<file path="src/rtl/ibex_prefetch_buffer_mq_pkg.sv">
// Shared widths, request FSM encoding and address helpers for the multi-request prefetch buffer.
package ibex_prefetch_buffer_mq_pkg;

    localparam int unsigned OBI_ADDR_W = 32;
    localparam int unsigned OBI_DATA_W = 32;

    typedef enum logic {
        REQ_IDLE = 1'b0,
        REQ_WAIT = 1'b1
    } req_state_e;

    function automatic logic [OBI_ADDR_W-1:0] word_align(input logic [OBI_ADDR_W-1:0] a);
        return {a[OBI_ADDR_W-1:2], 2'b00};
    endfunction

endpackage

</file>
<file path="src/rtl/ibex_prefetch_buffer_mq_if.sv">
// OBI instruction-fetch bus between the prefetcher (master) and memory/PMP (slave).
interface ibex_prefetch_buffer_mq_if;
    import ibex_prefetch_buffer_mq_pkg::*;

    // Request phase: instr_req is held with instr_addr stable until instr_gnt or instr_pmp_err is
    // seen on a rising edge; response phase: one instr_rvalid per granted (non-PMP) request, in order.
    logic                  instr_req;
    logic                  instr_gnt;
    logic [OBI_ADDR_W-1:0] instr_addr;
    logic [OBI_DATA_W-1:0] instr_rdata;
    logic                  instr_err;
    logic                  instr_pmp_err;
    logic                  instr_rvalid;

    modport master (
        output instr_req, instr_addr,
        input  instr_gnt, instr_rdata, instr_err, instr_pmp_err, instr_rvalid
    );

    modport slave (
        input  instr_req, instr_addr,
        output instr_gnt, instr_rdata, instr_err, instr_pmp_err, instr_rvalid
    );

endinterface

</file>
<file path="src/rtl/ibex_prefetch_buffer_mq_fifo.sv">
// Shift-register fetch FIFO; tracks the address of its head word, restarting at clear_addr_i.
module ibex_fetch_fifo_mq
    import ibex_prefetch_buffer_mq_pkg::*;
#(
    parameter  int unsigned DEPTH = 3,
    localparam int unsigned CNT_W = $clog2(DEPTH + 1)
) (
    input  logic                  clk_i,
    input  logic                  rst_ni,
    input  logic                  clear_i,
    input  logic [OBI_ADDR_W-1:0] clear_addr_i,
    input  logic                  in_valid_i,
    input  logic [OBI_DATA_W-1:0] in_rdata_i,
    input  logic                  in_err_i,
    output logic                  out_valid_o,
    input  logic                  out_ready_i,
    output logic [OBI_DATA_W-1:0] out_rdata_o,
    output logic [OBI_ADDR_W-1:0] out_addr_o,
    output logic                  out_err_o,
    output logic [CNT_W-1:0]      level_o
);

    logic [CNT_W-1:0]      r_level;
    logic [OBI_DATA_W-1:0] r_rdata [DEPTH];
    logic [DEPTH-1:0]      r_err;
    logic [OBI_ADDR_W-1:0] r_addr;
    logic                  w_pop;
    logic                  w_push;
    logic [CNT_W-1:0]      w_widx;

    assign out_valid_o = (r_level != '0);
    assign w_pop       = out_valid_o & out_ready_i & ~clear_i;
    // Pop happens first, so a full FIFO can still accept a word in the cycle it is read.
    assign w_push      = in_valid_i & ~clear_i & ((r_level < CNT_W'(DEPTH)) | w_pop);
    assign w_widx      = r_level - CNT_W'(w_pop);

    always_ff @(posedge clk_i or negedge rst_ni) begin
        if (!rst_ni) begin
            r_level <= '0;
        end else if (clear_i) begin
            r_level <= '0;
        end else begin
            r_level <= r_level + CNT_W'(w_push) - CNT_W'(w_pop);
        end
    end

    always_ff @(posedge clk_i) begin
        for (int i = 0; i < int'(DEPTH) - 1; i++) begin
            if (w_pop) begin
                r_rdata[i] <= r_rdata[i+1];
                r_err[i]   <= r_err[i+1];
            end
        end
        for (int i = 0; i < int'(DEPTH); i++) begin
            if (w_push && (w_widx == CNT_W'(i))) begin
                r_rdata[i] <= in_rdata_i;
                r_err[i]   <= in_err_i;
            end
        end
    end

    // The first word after a redirect may start at a halfword; every later one is word aligned.
    always_ff @(posedge clk_i) begin
        if (clear_i) begin
            r_addr <= clear_addr_i;
        end else if (w_pop) begin
            r_addr <= word_align(r_addr) + 32'd4;
        end
    end

    assign out_rdata_o = r_rdata[0];
    assign out_err_o   = r_err[0];
    assign out_addr_o  = r_addr;
    assign level_o     = r_level;

endmodule

</file>
<file path="src/rtl/ibex_prefetch_buffer_mq.sv">
// Instruction prefetcher: up to NUM_REQS OBI fetches in flight, credit-limited so responses never
// overflow the FIFO_DEPTH fetch FIFO; branch_i flushes and redirects.
module ibex_prefetch_buffer_mq
    import ibex_prefetch_buffer_mq_pkg::*;
#(
    parameter  int unsigned NUM_REQS   = 2,
    parameter  int unsigned FIFO_DEPTH = 3,
    localparam int unsigned CNT_W      = $clog2(FIFO_DEPTH + 1)
) (
    input  logic                  clk_i,
    input  logic                  rst_ni,
    input  logic                  req_i,
    input  logic                  fetch_en_i,
    input  logic                  branch_i,
    input  logic [OBI_ADDR_W-1:0] addr_i,
    input  logic                  ready_i,
    output logic                  valid_o,
    output logic [OBI_DATA_W-1:0] rdata_o,
    output logic [OBI_ADDR_W-1:0] addr_o,
    output logic                  err_o,
    ibex_prefetch_buffer_mq_if.master bus,
    output logic                  busy_o,
    output logic [CNT_W-1:0]      outstanding_o,
    output logic [CNT_W-1:0]      fifo_level_o
);

    localparam int unsigned SUM_W = CNT_W + 1;

    req_state_e            r_state, w_state_nxt;
    logic [NUM_REQS-1:0]   r_out, r_disc, r_pmp;
    logic [NUM_REQS-1:0]   w_out_sh, w_disc_sh, w_pmp_sh, w_fill;
    logic [OBI_ADDR_W-1:0] r_fetch_addr, r_stored_addr, w_req_addr;
    logic                  r_wait_disc;
    logic                  w_gnt_any, w_resp, w_push, w_new_req, w_issue, w_gnt_disc, w_credit;
    logic [CNT_W-1:0]      w_out_cnt, w_live_cnt, w_fifo_level;
    logic [SUM_W-1:0]      w_sum;

    always_comb begin
        w_out_cnt  = '0;
        w_live_cnt = '0;
        for (int i = 0; i < int'(NUM_REQS); i++) begin
            w_out_cnt  = w_out_cnt + CNT_W'(r_out[i]);
            w_live_cnt = w_live_cnt + CNT_W'(r_out[i] & ~r_disc[i]);
        end
    end

    // Discarded slots return no word, so only live ones consume FIFO credit.
    assign w_sum     = SUM_W'(w_fifo_level) + SUM_W'(w_live_cnt);
    assign w_credit  = w_sum < SUM_W'(FIFO_DEPTH);
    assign w_new_req = req_i & fetch_en_i & ~r_out[NUM_REQS-1] & (w_credit | branch_i);
    assign w_issue   = (r_state == REQ_IDLE) & w_new_req;

    always_comb begin
        w_state_nxt   = r_state;
        bus.instr_req = 1'b0;
        unique case (r_state)
            REQ_IDLE: begin
                bus.instr_req = w_new_req;
                if (w_new_req && !(bus.instr_gnt || bus.instr_pmp_err)) w_state_nxt = REQ_WAIT;
            end
            REQ_WAIT: begin
                bus.instr_req = 1'b1;
                if (bus.instr_gnt || bus.instr_pmp_err) w_state_nxt = REQ_IDLE;
            end
        endcase
    end

    assign w_req_addr     = (r_state == REQ_WAIT) ? r_stored_addr : (branch_i ? addr_i : r_fetch_addr);
    assign bus.instr_addr = word_align(w_req_addr);
    assign w_gnt_any      = bus.instr_req & (bus.instr_gnt | bus.instr_pmp_err);
    assign w_gnt_disc     = (r_state == REQ_WAIT) & (branch_i | r_wait_disc);

    // A PMP-blocked slot gets no bus response and retires as soon as it reaches slot 0.
    assign w_resp    = r_out[0] & (bus.instr_rvalid | r_pmp[0]);
    assign w_out_sh  = w_resp ? (r_out >> 1)  : r_out;
    assign w_disc_sh = w_resp ? (r_disc >> 1) : r_disc;
    assign w_pmp_sh  = w_resp ? (r_pmp >> 1)  : r_pmp;

    always_comb begin
        w_fill    = '0;
        w_fill[0] = w_gnt_any & ~w_out_sh[0];
        for (int i = 1; i < int'(NUM_REQS); i++) begin
            w_fill[i] = w_gnt_any & ~w_out_sh[i] & w_out_sh[i-1];
        end
    end

    always_ff @(posedge clk_i or negedge rst_ni) begin
        if (!rst_ni) begin
            r_state     <= REQ_IDLE;
            r_out       <= '0;
            r_disc      <= '0;
            r_pmp       <= '0;
            r_wait_disc <= 1'b0;
        end else begin
            r_state     <= w_state_nxt;
            r_out       <= w_out_sh | w_fill;
            r_disc      <= (branch_i ? w_out_sh : w_disc_sh) | (w_fill & {NUM_REQS{w_gnt_disc}});
            r_pmp       <= w_pmp_sh | (w_fill & {NUM_REQS{bus.instr_pmp_err}});
            r_wait_disc <= (r_state == REQ_WAIT) & ~w_gnt_any & (r_wait_disc | branch_i);
        end
    end

    always_ff @(posedge clk_i) begin
        if (w_issue && !w_gnt_any) r_stored_addr <= w_req_addr;
        if (branch_i || w_issue) begin
            r_fetch_addr <= (branch_i ? addr_i : word_align(r_fetch_addr)) + (w_issue ? 32'd4 : 32'd0);
        end
    end

    // A redirect in the same cycle as a response drops that word.
    assign w_push = w_resp & ~r_disc[0] & ~branch_i;

    ibex_fetch_fifo_mq #(
        .DEPTH (FIFO_DEPTH)
    ) u_fifo (
        .clk_i        (clk_i),
        .rst_ni       (rst_ni),
        .clear_i      (branch_i),
        .clear_addr_i (addr_i),
        .in_valid_i   (w_push),
        .in_rdata_i   (bus.instr_rdata),
        .in_err_i     ((bus.instr_err & bus.instr_rvalid) | r_pmp[0]),
        .out_valid_o  (valid_o),
        .out_ready_i  (ready_i),
        .out_rdata_o  (rdata_o),
        .out_addr_o   (addr_o),
        .out_err_o    (err_o),
        .level_o      (w_fifo_level)
    );

    assign fifo_level_o  = w_fifo_level;
    assign outstanding_o = w_out_cnt;
    assign busy_o        = bus.instr_req | (|r_out);

endmodule
</file>
<file path="src/flat_wrapper.sv">
// flat-port wrapper written by rule: the top's interface ports become plain ports
module ibex_prefetch_buffer_mq_flat import ibex_prefetch_buffer_mq_pkg::*;
#(
    parameter  int unsigned NUM_REQS   = 2,
    parameter  int unsigned FIFO_DEPTH = 3,
    localparam int unsigned CNT_W      = $clog2(FIFO_DEPTH + 1)
)
  (clk_i, rst_ni, req_i, fetch_en_i, branch_i, addr_i, ready_i, valid_o, rdata_o, addr_o, err_o, busy_o, outstanding_o, fifo_level_o, bus_instr_req, bus_instr_addr, bus_instr_gnt, bus_instr_rdata, bus_instr_err, bus_instr_pmp_err, bus_instr_rvalid);
  ibex_prefetch_buffer_mq_if bus_i ();
  input  logic clk_i;
  input  logic rst_ni;
  input  logic req_i;
  input  logic fetch_en_i;
  input  logic branch_i;
  input  logic [OBI_ADDR_W-1:0] addr_i;
  input  logic ready_i;
  output logic valid_o;
  output logic [OBI_DATA_W-1:0] rdata_o;
  output logic [OBI_ADDR_W-1:0] addr_o;
  output logic err_o;
  output logic busy_o;
  output logic [CNT_W-1:0] outstanding_o;
  output logic [CNT_W-1:0] fifo_level_o;
  output wire logic [$bits(bus_i.instr_req)-1:0] bus_instr_req;
  output wire logic [$bits(bus_i.instr_addr)-1:0] bus_instr_addr;
  input wire logic [$bits(bus_i.instr_gnt)-1:0] bus_instr_gnt;
  input wire logic [$bits(bus_i.instr_rdata)-1:0] bus_instr_rdata;
  input wire logic [$bits(bus_i.instr_err)-1:0] bus_instr_err;
  input wire logic [$bits(bus_i.instr_pmp_err)-1:0] bus_instr_pmp_err;
  input wire logic [$bits(bus_i.instr_rvalid)-1:0] bus_instr_rvalid;
  assign bus_instr_req = bus_i.instr_req;
  assign bus_instr_addr = bus_i.instr_addr;
  assign bus_i.instr_gnt = bus_instr_gnt;
  assign bus_i.instr_rdata = bus_instr_rdata;
  assign bus_i.instr_err = bus_instr_err;
  assign bus_i.instr_pmp_err = bus_instr_pmp_err;
  assign bus_i.instr_rvalid = bus_instr_rvalid;
  ibex_prefetch_buffer_mq #(.NUM_REQS(NUM_REQS), .FIFO_DEPTH(FIFO_DEPTH)) u_core (.clk_i(clk_i), .rst_ni(rst_ni), .req_i(req_i), .fetch_en_i(fetch_en_i), .branch_i(branch_i), .addr_i(addr_i), .ready_i(ready_i), .valid_o(valid_o), .rdata_o(rdata_o), .addr_o(addr_o), .err_o(err_o), .bus(bus_i), .busy_o(busy_o), .outstanding_o(outstanding_o), .fifo_level_o(fifo_level_o));
endmodule
</file>
<file path="config.mk">
export PLATFORM = sky130hd
export DESIGN_NAME = ibex_prefetch_buffer_mq_flat
export DESIGN_NICKNAME = d
export VERILOG_FILES = /design/src/rtl/ibex_prefetch_buffer_mq_pkg.sv /design/src/rtl/ibex_prefetch_buffer_mq_if.sv /design/src/rtl/ibex_prefetch_buffer_mq_fifo.sv /design/src/rtl/ibex_prefetch_buffer_mq.sv /design/src/flat_wrapper.sv
export SDC_FILE = /design/constraint.sdc
export NUM_CORES = 1
export LEC_CHECK = 0
export BUFFER_PORTS_ARGS = -buffer_cell sky130_fd_sc_hd__buf_2
export CORE_AREA = 8 8 151 153
export DETAILED_ROUTE_END_ITERATION = 12
export DIE_AREA = 0 0 159 161
export GPL_ROUTABILITY_DRIVEN = 0
export PLACE_DENSITY = 0.79
export SYNTH_ARGS = -nofsm -noshare
export SYNTH_HDL_FRONTEND = slang
export SYNTH_HIERARCHICAL = 1
export SYNTH_SLANG_ARGS = --single-unit
</file>
<file path="constraint.sdc">
create_clock -name clk_i -period 4.1 [get_ports clk_i]
set_input_delay 1.23 -clock clk_i [delete_from_list [all_inputs] [get_ports clk_i]]
set_output_delay 1.23 -clock clk_i [all_outputs]
set_load 0.005 [all_outputs]
</file>
==> results of run 1 <==
-- registers in the layout (all words and copies together) (netlist names) --
register,flops
u_core/r_fetch_addr,30
u_core/r_out,2
u_core/r_wait_disc,1
u_core/u_fifo/r_err,3
u_core/u_fifo/r_rdata,96
u_core/r_stored_addr,30
u_core/u_fifo/out_addr_o,32
u_core/r_state,1
u_core/r_disc,2
u_core/r_pmp,2
u_core/u_fifo/level_o,2
-- worst max path at each step --
stage	slack [ns]	to
2_1_floorplan	0.15	u_core/u_fifo/r_err[1]
3_3_place_gp	0.28	u_core/r_fetch_addr[28]
3_5_place_dp	0.09	u_core/r_fetch_addr[28]
4_1_cts	0.005	bus_instr_req
5_1_grt	-0.03	busy_o
6_report	0.1	busy_o
-- stage by stage --
step                setup slack (ns)  cell area, um2  power [uW]  setup TNS, ns  utilization (%)
global route                 -0.0256           12000        5310        -0.0346             58.5
finish                        0.0956           12000        5120              0             58.5
detailed placement            0.0897           11300        3140              0             54.7
floorplan                      0.154           10300        2880              0                -
CTS                          0.00549           12000        5160              0             58.3
global placement               0.280           11300        3120              0             54.7
-- cell type report --
class,instances,area (um2)
repair buffers,194,1080
well taps,275,344
clock buffers,30,602
fillers,1669,8520
flip-flops and latches,201,5990
multi-input cells,472,3760
diodes,3,7.51
inverters,30,113
clock inverters,11,136
-- cell usage after synthesis, types with 3 or more instances --
library cell  instances  area (um2)
or2_2                 4        25.0
nand3b_1              6        45.0
a32o_1                5        50.1
ha_1                  9         113
a21o_1                3        22.5
o31ai_1               9        67.6
buf_6                 5        56.3
buf_2                 5        25.0
and2_1                5        31.3
o21ai_0              25         125
edfxtp_1            191        5740
nand2b_1              4        25.0
dfrtp_1              10         250
nor2_1               29         109
mux2_2               88         991
clkbuf_1             14        52.6
a21oi_1              14        70.1
nand2_1              53         199
and3_1                7        43.8
buf_4                36         270
nor2b_1               9        56.3
a31oi_1              11        68.8
nand4_1              13        81.3
nand3b_4              3        60.1
inv_1                30         113
xor2_1               22         193
nor4_1                4        25.0
nand3_1              26         130
nor3_1                8        40.0
or4_1                13        97.6
mux2i_1              33         330
xnor2_1              21         184
-- cell families (layout without fill, tap and decap cells) --
group                    after synthesis  after routing
XOR/XNOR                              44             44
adder cells (fa/ha/maj)               10             10
AND/OR/NAND/NOR                      205            205
other                                  1              5
AO/OA/AOI/OAI                         89             89
flip-flops                           201            201
multiplexers                         122            122
buffers and inverters                 96            265
-- timing repair --
item / in CTS / in global routing
buffers inserted: 0 / 2
pin swaps: 0 / 1
endpoints found under the setup margin: 2 / 7
gates resized for setup: 1 / 9
-- routing by layer --
metal  vias up  wire length, um  global-route usage [%]  share of wire, %
met1      3257            10100                    23.4                42
met5         -               22                       0             0.092
met4         4              824                    7.20               3.4
li1       3175                -                       -                 -
met2       250            11200                    29.3                47
met3        58             1770                    4.15               7.4
-- power by group --
part,internal (uW),switching (uW),total [uW]
logic,264,345,609
clock network,1220,794,2020
registers,2400,94.7,2500
total,3890,1230,5120
-- placed cells by master (no fill, tap or decap), drive strengths merged, types with 9 or more instances in the layout --
cell type and n:
a21oi 14, a31oi 11, and3 9, buf 194
clkbuf 30, dfrtp 10, edfxtp 191, ha 9
inv 31, mux2 89, mux2i 33, nand2 53
nand3 28, nand3b 9, nand4 17, nor2 29
nor2b 9, nor3 10, o21ai 26, o31ai 9
or4 13, xnor2 22, xor2 22
-- critical path, cell delays in order (launching register included) --
cell	delay (ns)
dfrtp_1	0.44
inv_2	0.12
nor2_2	0.05
ha_1	0.28
ha_2	0.18
fa_1	0.48
a21oi_1	0.09
o2111ai_2	0.22
nor2b_4	0.22
nand2_1	0.08
buf_2	0.13
==> run metrics, run 1 <==
H-tree depth=1; global-route wire length before repair=37600 um; actual slew at the worst max-slew pin=1.11 ns; Mapped Area=approximately 10000 um2; clk buf depth=3; Die Span Y=around 160 um; hold_ws=between 0.4 and 0.5 ns; Post-CTS Hold Buffers=0; Post-Synth Simple-Gate Area=between 10% and 20%; status=completed; Synth Area in Compound Gates=under 10%; initial antenna violation count=5; mux cell area share after synthesis=13.0%; clk_skew=between 0.01 and 0.015 ns; Synth Area in Adders=under 10%; Static Leakage=between 0.004 and 0.005 uW; Initial Util=49.9%; vias per inst=between 5 and 6; total track usage=18.1%; Syn Area/Cell=13.4 um2; Async SR Flop Fraction=between 4 and 5%; hold path depth=2; fin crit share=between 90% and 100%; Area Growth Syn to Fin=17.2%; IO Count=178; post-DR wirelength/cell=between 15 and 20 um; row count=53; worst skew pair latency=0.50 ns; number of port buffers=175; HPWL Detailed=approximately 17000 um; Final min period=around 4 ns; reg2reg start=u_core/r_out[1]; CP Class=register to output port; final cell count without fillers=about 1200; R2R Setup Slk=roughly 0.20 ns; vias in the first global route=between 6000 and 7000; number of max-cap violations=0; placed insts=~1200; CTS clk-pin slew, worst paths=0.07 ns; RSZ-0062 raised after global routing=true; Post-Synth XOR/XNOR Area=between 3 and 4%; ANT nets after route=0; Pre-Repair DR Iteration Count=5; Req. time, crit path=~2.9 ns; Fin. Hold Viols=0; Syn Inst Count=around 770; Slew headroom=roughly 26%; Hold WC Path Type=register to register; DIE WIDTH=approximately 160 um; Crit. Startpoint=u_core/r_out[1]; top_reg_cell synth=edfxtp_1; Yosys warnings=6; Worst Path Arrival=2.77 ns; Vias=6744; post-layout net count=between 1000 and 1500; largest net degree at the start of global routing=35; hold endpoint=u_core/r_pmp[1]; Core Region=between 20000 and 25000 um2; largest family of logic cells by synthesized area=multiplexers; Post-Route WL=about 24000 um; Num CTS Buffers=23; ratio of cells with drive above 1 in the final layout=a little under two fifths; number of synthesized register bits=201; fmax=about 250 MHz; Final Max Slew Viols=0; element type at the critical path end=output port; Power per Cell Area=roughly 430 nW/um2; die area=roughly 26000 um2; R2R Path End=u_core/r_fetch_addr[28]; Seq/Total Area, Yosys=just under 60%; Remaining Overflow, GRT=0; Post-synth EDFFs=approximately 190; Max Fanout on Critical Path=6; clock sinks=201; Cell variety after synth=slightly above 70; CTS tree=built; clk root buf=clkbuf_16; R2R cell count=15; Peak VDD IR=~0.32 mV; Startpoint Class=register; hold path start=u_core/r_pmp[1]; Final setup viols=0; 1st-iter DRT viols=562; # DRC=0
(Power assumes the default switching activity.)
==> run 2: changes to the inputs <==
Settings changed: CORE_AREA 8 8 151 153 to 8 8 149 151, CTS_BUF_LIST set to sky130_fd_sc_hd__clkbuf_4 sky130_fd_sc_hd__clkbuf_8, DIE_AREA 0 0 159 161 to 0 0 157 159, PLACE_DENSITY 0.79 to 0.81.
==> run 2 against run 1 <==
Net effect:
- fmax grew 1.3%
- clock skew grew 0.023 ns
- register-to-register slack gained 0.13 ns
- worst hold slack is essentially flat
- first-iteration DRC count grew 2.0%
- non-clock buffer count grew 1
- critical path type unchanged
==> run metrics, run 2 (same netlist as run 1, synthesis figures left out) <==
status=completed; Int Power=3670 uW (-5.6%); Num CTS Buffers=34 (+48%); total track usage=18.6% (+0.46 points); actual slew at the worst max-slew pin=1.12 ns (+0.00756 ns); Post-CTS Hold Buffers=0 (unchanged); CP top delay family=adder cells; CTS clk-pin slew, worst paths=0.06 ns (about the same); Startpoint Class=register; clk_skew=0.0339 ns (+0.0225 ns); IO Count=178 (unchanged); pre-CTS setup slack=0.124 ns (+0.0347 ns); storage element area=5990 um2 (about the same); Flop pwr share=50.5% (+1.8 points); Final Max Slew Viols=0 (unchanged); row count=52 (-1.9%); vias in the first global route=6745 (-2.2%); Power per Cell Area=413 nW/um2 (-3.1%); post-route cell area=12000 um2 (-0.69%); NetSw=1260 uW (+2.1%); global-route wire length before repair=36800 um (-2.1%); fmax=253 MHz (+1.3%); HPWL Detailed=16800 um (-2.5%); Peak VDD IR=0.262 mV (-19%); total negative slack=0 ns (unchanged); Die Span Y=159 um (-1.2%); Logic pwr share=12.2% (+0.3 points); post-DR wirelength/cell=19.0 um (-3.3%); DP Area=11200 um2 (-0.32%); ANT nets after route=0 (unchanged); Vias=6693 (-0.76%); vias per inst=5.43 (-2.0%); 1st-iter DRT viols=573 (+2.0%); clock sinks=201 (unchanged); initial antenna violation count=3 (-2); commonest non-fill, non-tap cell in the layout=edfxtp_1; most flop-heavy register=u_core/u_fifo/r_rdata; Worst Path Arrival=2.72 ns (-0.05 ns); H-tree depth=2 (+1); number of port buffers=175 (unchanged); Initial Util=51.7% (+1.8 points); final worst slack=0.146 ns (+0.0501 ns); Slew headroom=25.2% (-0.51 points); worst skew pair latency=0.53 ns (+0.03 ns); Multi-input gate area=3750 um2 (-0.20%); critical path's largest stage delay=0.48 ns (about the same); Fillers=1542 (-7.6%); ratio of cells with drive above 1 in the final layout=39.1% (+2.0 points); largest net degree at the start of global routing=53 (+51%); Crit-path slowest cell=fa_1; fin util=60.2% (+1.7 points); Cell Chain, Critical Path=inv_2 -> nor2_2 -> ha_1 -> ha_2 -> fa_1 -> a21oi_1 -> o2111ai_1 -> nor2b_4 -> nand2_1 -> buf_2; Req. time, crit path=2.87 ns (about the same); CP Class=register to output port; # DRC=0 (unchanged); Fin. Hold Viols=0 (unchanged); Post-Route WL=23400 um (-2.0%); Remaining Overflow, GRT=0 (unchanged); Final min period=3.95 ns (-0.0501 ns); Clock Power Share=37.2% (-2.2 points); die area=25000 um2 (-2.5%); Max Fanout on Critical Path=5 (-1); Area Growth Syn to Fin=16.4%; DIE WIDTH=157 um (-1.3%); Static Leakage=0.00457 uW (+0.11%); element type at the critical path end=output port; Final setup viols=0 (unchanged); clk buf depth=3 (unchanged); max FFs per register=96 (unchanged); switching share of power=25.5% (+1.5 points); Worst Path Buf+Inv=2 (unchanged); number of max-cap violations=0 (unchanged); most frequent cells in the layout=191 x edfxtp_1, 174 x buf_2, 88 x mux2_2, 53 x nand2_1, 39 x clkbuf_8; Hold WC Path Type=register to register; CTS tree=built; post-layout net count=1018 (+1.2%); clk root buf=clkbuf_8; fin crit share=96.4% (-1.2 points); Core Region=19800 um2 (-3.5%); Pre-Repair DR Iteration Count=5 (unchanged)
-- run 2: layout make-up --
| class | count | area share, % |
|---|---|---|
| well taps | 270 | 2.83 |
| diodes | 2 | 0.0419 |
| clock buffers | 46 | 4.93 |
| clock inverters | 16 | 0.932 |
| inverters | 30 | 0.942 |
| repair buffers | 195 | 8.82 |
| flip-flops and latches | 201 | 50.1 |
| multi-input cells | 472 | 31.4 |
-- run 2: path summary, 6_finish.rpt --
| kind | slack (ns) | end | cells past startpoint | startpoint |
|---|---|---|---|---|
| setup / recovery | 0.15 | busy_o | 10 | u_core/r_out[1] |
| hold reg to reg | 0.50 | u_core/r_pmp[1] | 2 | u_core/r_pmp[1] |
| setup reg to reg | 0.33 | u_core/r_fetch_addr[28] | 15 | u_core/r_out[1] |
| min in group asynchronous | 0.56 | u_core/r_state | 1 | rst_ni |
| max in group asynchronous | 3.30 | u_core/r_out[1] | 1 | rst_ni |
| hold / removal | 0.50 | u_core/r_pmp[1] | 2 | u_core/r_pmp[1] |
-- run 2: worst reg2reg max path, cell delays in order, from the launching register on --
cell	delay [ns]
dfrtp_2	0.43
inv_2	0.11
nor2_2	0.04
ha_1	0.27
ha_2	0.17
fa_1	0.43
a21oi_1	0.16
o2111ai_1	0.15
or2_2	0.34
inv_1	0.10
ha_1	0.18
ha_1	0.22
a21boi_1	0.25
and4_2	0.38
nand4_1	0.14
xor2_1	0.16
-- run 2: timing repair --
item | 4_1_cts | 5_1_grt
gates resized for setup | 1 | 9
setup endpoints to repair | 2 | 7
pin swaps | 0 | 2
buffers inserted | 0 | 2
-- run 2: metrics by stage --
step	hold WS, ns	total power [uW]	cells
after floorplan	0.451	2880	769
after global placement	0.489	3110	1166
after detailed placement	0.490	3130	1166
after CTS	0.503	4980	1228
after global routing	0.535	5130	1232
final	0.497	4930	1232
-- run 2: layer usage --
metal / up-vias / wire length, um / track usage (%) / part of all wire [%]
met5: - / 12 / 0 / 0.051
met4: 2 / 559 / 7.04 / 2.4
met3: 42 / 1590 / 4.29 / 6.8
met2: 217 / 11000 / 29.2 / 47
met1: 3241 / 10200 / 24.6 / 44
li1: 3191 / - / - / -
-- run 2: power by group through the flow --
stage | clock, uW | sequential, uW | combinational, uW
after global routing | 1970 | 2500 | 662
after floorplan | 0 | 2510 | 370
after global placement | 0 | 2530 | 586
final | 1840 | 2490 | 603
after CTS | 1890 | 2490 | 605
after detailed placement | 0 | 2530 | 600
==> run 3: changes to the inputs <==
Clock period 4.1 ns to 3.4 ns, I/O delays scaled along.
==> run 3 against run 2 <==
Net effect:
- sequential share of layout area down 1.9 points
- combinational power up 34%
- final cell count up 2.4%
- register-to-register slack worse by 0.52 ns
- first-iteration DRC count up 9.1%
- sequential power up 20%
- the run now ends with setup timing left
- clock-buffer cell count down 2
- global-route usage up 0.73 points
- power up 21%
- flip-flop and latch count unchanged
- cell area up 3.8%
- critical endpoint unchanged
- highest routed layer unchanged
==> run metrics, run 3 (same netlist as run 1, synthesis figures left out) <==
clk_skew=0.0374 ns (+0.00350 ns); pre-CTS setup slack=-0.207 ns (-0.331 ns); IO Count=178 (unchanged); DIE WIDTH=157 um (unchanged); Pre-Repair DR Iteration Count=5 (unchanged); ANT nets after route=0 (unchanged); storage element area=5990 um2 (about the same); R2R Setup Slk=-0.19 ns (-0.52 ns); number of port buffers=175 (unchanged); # DRC=0 (unchanged); Die Span Y=159 um (unchanged); largest net degree at the start of global routing=34 (-36%); Num CTS Buffers=36 (+5.9%); Static Leakage=0.00476 uW (+4.1%); commonest non-fill, non-tap cell in the layout=edfxtp_1; Power per Cell Area=480 nW/um2 (+16%); failing checks=setup timing; actual slew at the worst max-slew pin=0.971 ns (-0.147 ns); Fillers=1462 (-5.2%); worst skew pair latency=0.53 ns (about the same); CP Class=register to output port; global-route wire length before repair=38100 um (+3.5%); most frequent cells in the layout=191 x edfxtp_1, 172 x buf_2, 88 x mux2_2, 48 x nand2_1, 36 x clkbuf_8; R2R cell count=17 (+2); 1st-iter DRT viols=625 (+9.1%); reg2reg start=u_core/r_out[1]; Hold WC Path Type=input port to async pin; Remaining Overflow, GRT=0 (unchanged); R2R Path End=u_core/r_fetch_addr[28]; number of max-cap violations=0 (unchanged); clk root buf=clkbuf_8; Final min period=approximately 3.7 ns; hold_ws=0.364 ns (-0.133 ns); Multi-input gate area=3910 um2 (+4.1%); vias in the first global route=6906 (+2.4%); Peak VDD IR=0.377 mV (+44%); Final Max Slew Viols=0 (unchanged); Initial Util=51.7% (unchanged); initial antenna violation count=3 (unchanged); Vias=6888 (+2.9%); RSZ-0062 raised after global routing=true; CTS clk-pin slew, worst paths=0.06 ns (about the same); clock sinks=201 (unchanged); Worst Path Arrival=2.70 ns (-0.02 ns); die area=25000 um2 (unchanged); fmax=about 270 MHz; most flop-heavy register=u_core/u_fifo/r_rdata; Req. time, crit path=2.38 ns (-0.49 ns); fin crit share=109%; HPWL Detailed=17300 um (+2.6%); H-tree depth=2 (unchanged); post-DR wirelength/cell=19.6 um (+3.0%); element type at the critical path end=output port; max FFs per register=96 (unchanged); final worst slack=-0.317 ns (-0.463 ns); Area Growth Syn to Fin=20.9%; Fin. Hold Viols=0 (unchanged); clk buf depth=3 (unchanged); Core Region=19800 um2 (unchanged); Slew headroom=34.6% (+9.5 points); row count=52 (unchanged); Max Fanout on Critical Path=3 (-2); ratio of cells with drive above 1 in the final layout=42.4% (+3.3 points); Post-Route WL=24700 um (+5.4%); status=finished with violations; total power=5960 uW (+21%); Final setup viols=10 (+10); CTS tree=built; vias per inst=5.46 (+0.55%); total track usage=19.3% (+0.73 points); Startpoint Class=register; post-layout net count=1049 (+3.0%)
[run 3: power by group]
| part | switching, uW | internal (uW) | total, uW |
|---|---|---|---|
| combinational | 447 | 363 | 810 |
| clock | 992 | 1160 | 2150 |
| sequential | 109 | 2900 | 3000 |
| total | 1550 | 4410 | 5960 |
[run 3: through the flow]
step	cells	util [%]	area, um2	TNS (ns)
floorplan	769	-	10300	-1.45
global placement	1178	57.4	11400	-0.133
detailed placement	1178	57.4	11400	-0.755
CTS	1252	61.9	12300	-1.59
global route	1261	62.5	12400	-3.29
finish	1261	62.5	12400	-1.52
[run 3: worst max-delay path, stage by stage, from the launching register on]
cell	delay, ns
dfrtp_1	0.39
inv_2	0.07
nor2_2	0.04
ha_1	0.30
ha_2	0.19
fa_1	0.49
a21oi_2	0.06
o2111ai_2	0.19
nor2b_4	0.24
nand2_1	0.07
buf_2	0.13
[run 3: metal layers]
metal | GRT usage [%] | part of all wire [%]
met1 | 25.1 | 43
met2 | 31.2 | 49
met3 | 4.13 | 6.6
met4 | 6.99 | 1.9
met5 | 0 | 0.032
[run 3: how the worst max path moves through the flow]
stage | to | start | cells after the start | slack (ns)
after floorplan | u_core/u_fifo/r_err[1] | branch_i | 9 | -0.04
after global placement | u_core/r_fetch_addr[28] | u_core/r_out[0] | 16 | -0.06
after detailed placement | u_core/r_fetch_addr[28] | u_core/r_out[0] | 16 | -0.21
after CTS | busy_o | u_core/r_out[1] | 10 | -0.37
after global routing | busy_o | u_core/r_out[1] | 10 | -0.43
final | busy_o | u_core/r_out[1] | 10 | -0.32
[run 3: repair_timing]
| action | in CTS | in global routing |
|---|---|---|
| pin swaps | 13 | 8 |
| hold buffers | 0 | 0 |
| cloned | 0 | 1 |
| setup buffers | 12 | 8 |
| gates resized for setup | 27 | 19 |
| endpoints found under the setup margin | 11 | 27 |
[run 3: layout make-up]
type,instances,share of cell area [%]
flip-flops and latches,201,48.2
multi-input cells,473,31.5
repair buffers,223,11.2
clock buffers,44,4.48
well taps,270,2.72
clock inverters,18,0.938
inverters,30,0.928
diodes,2,0.0403
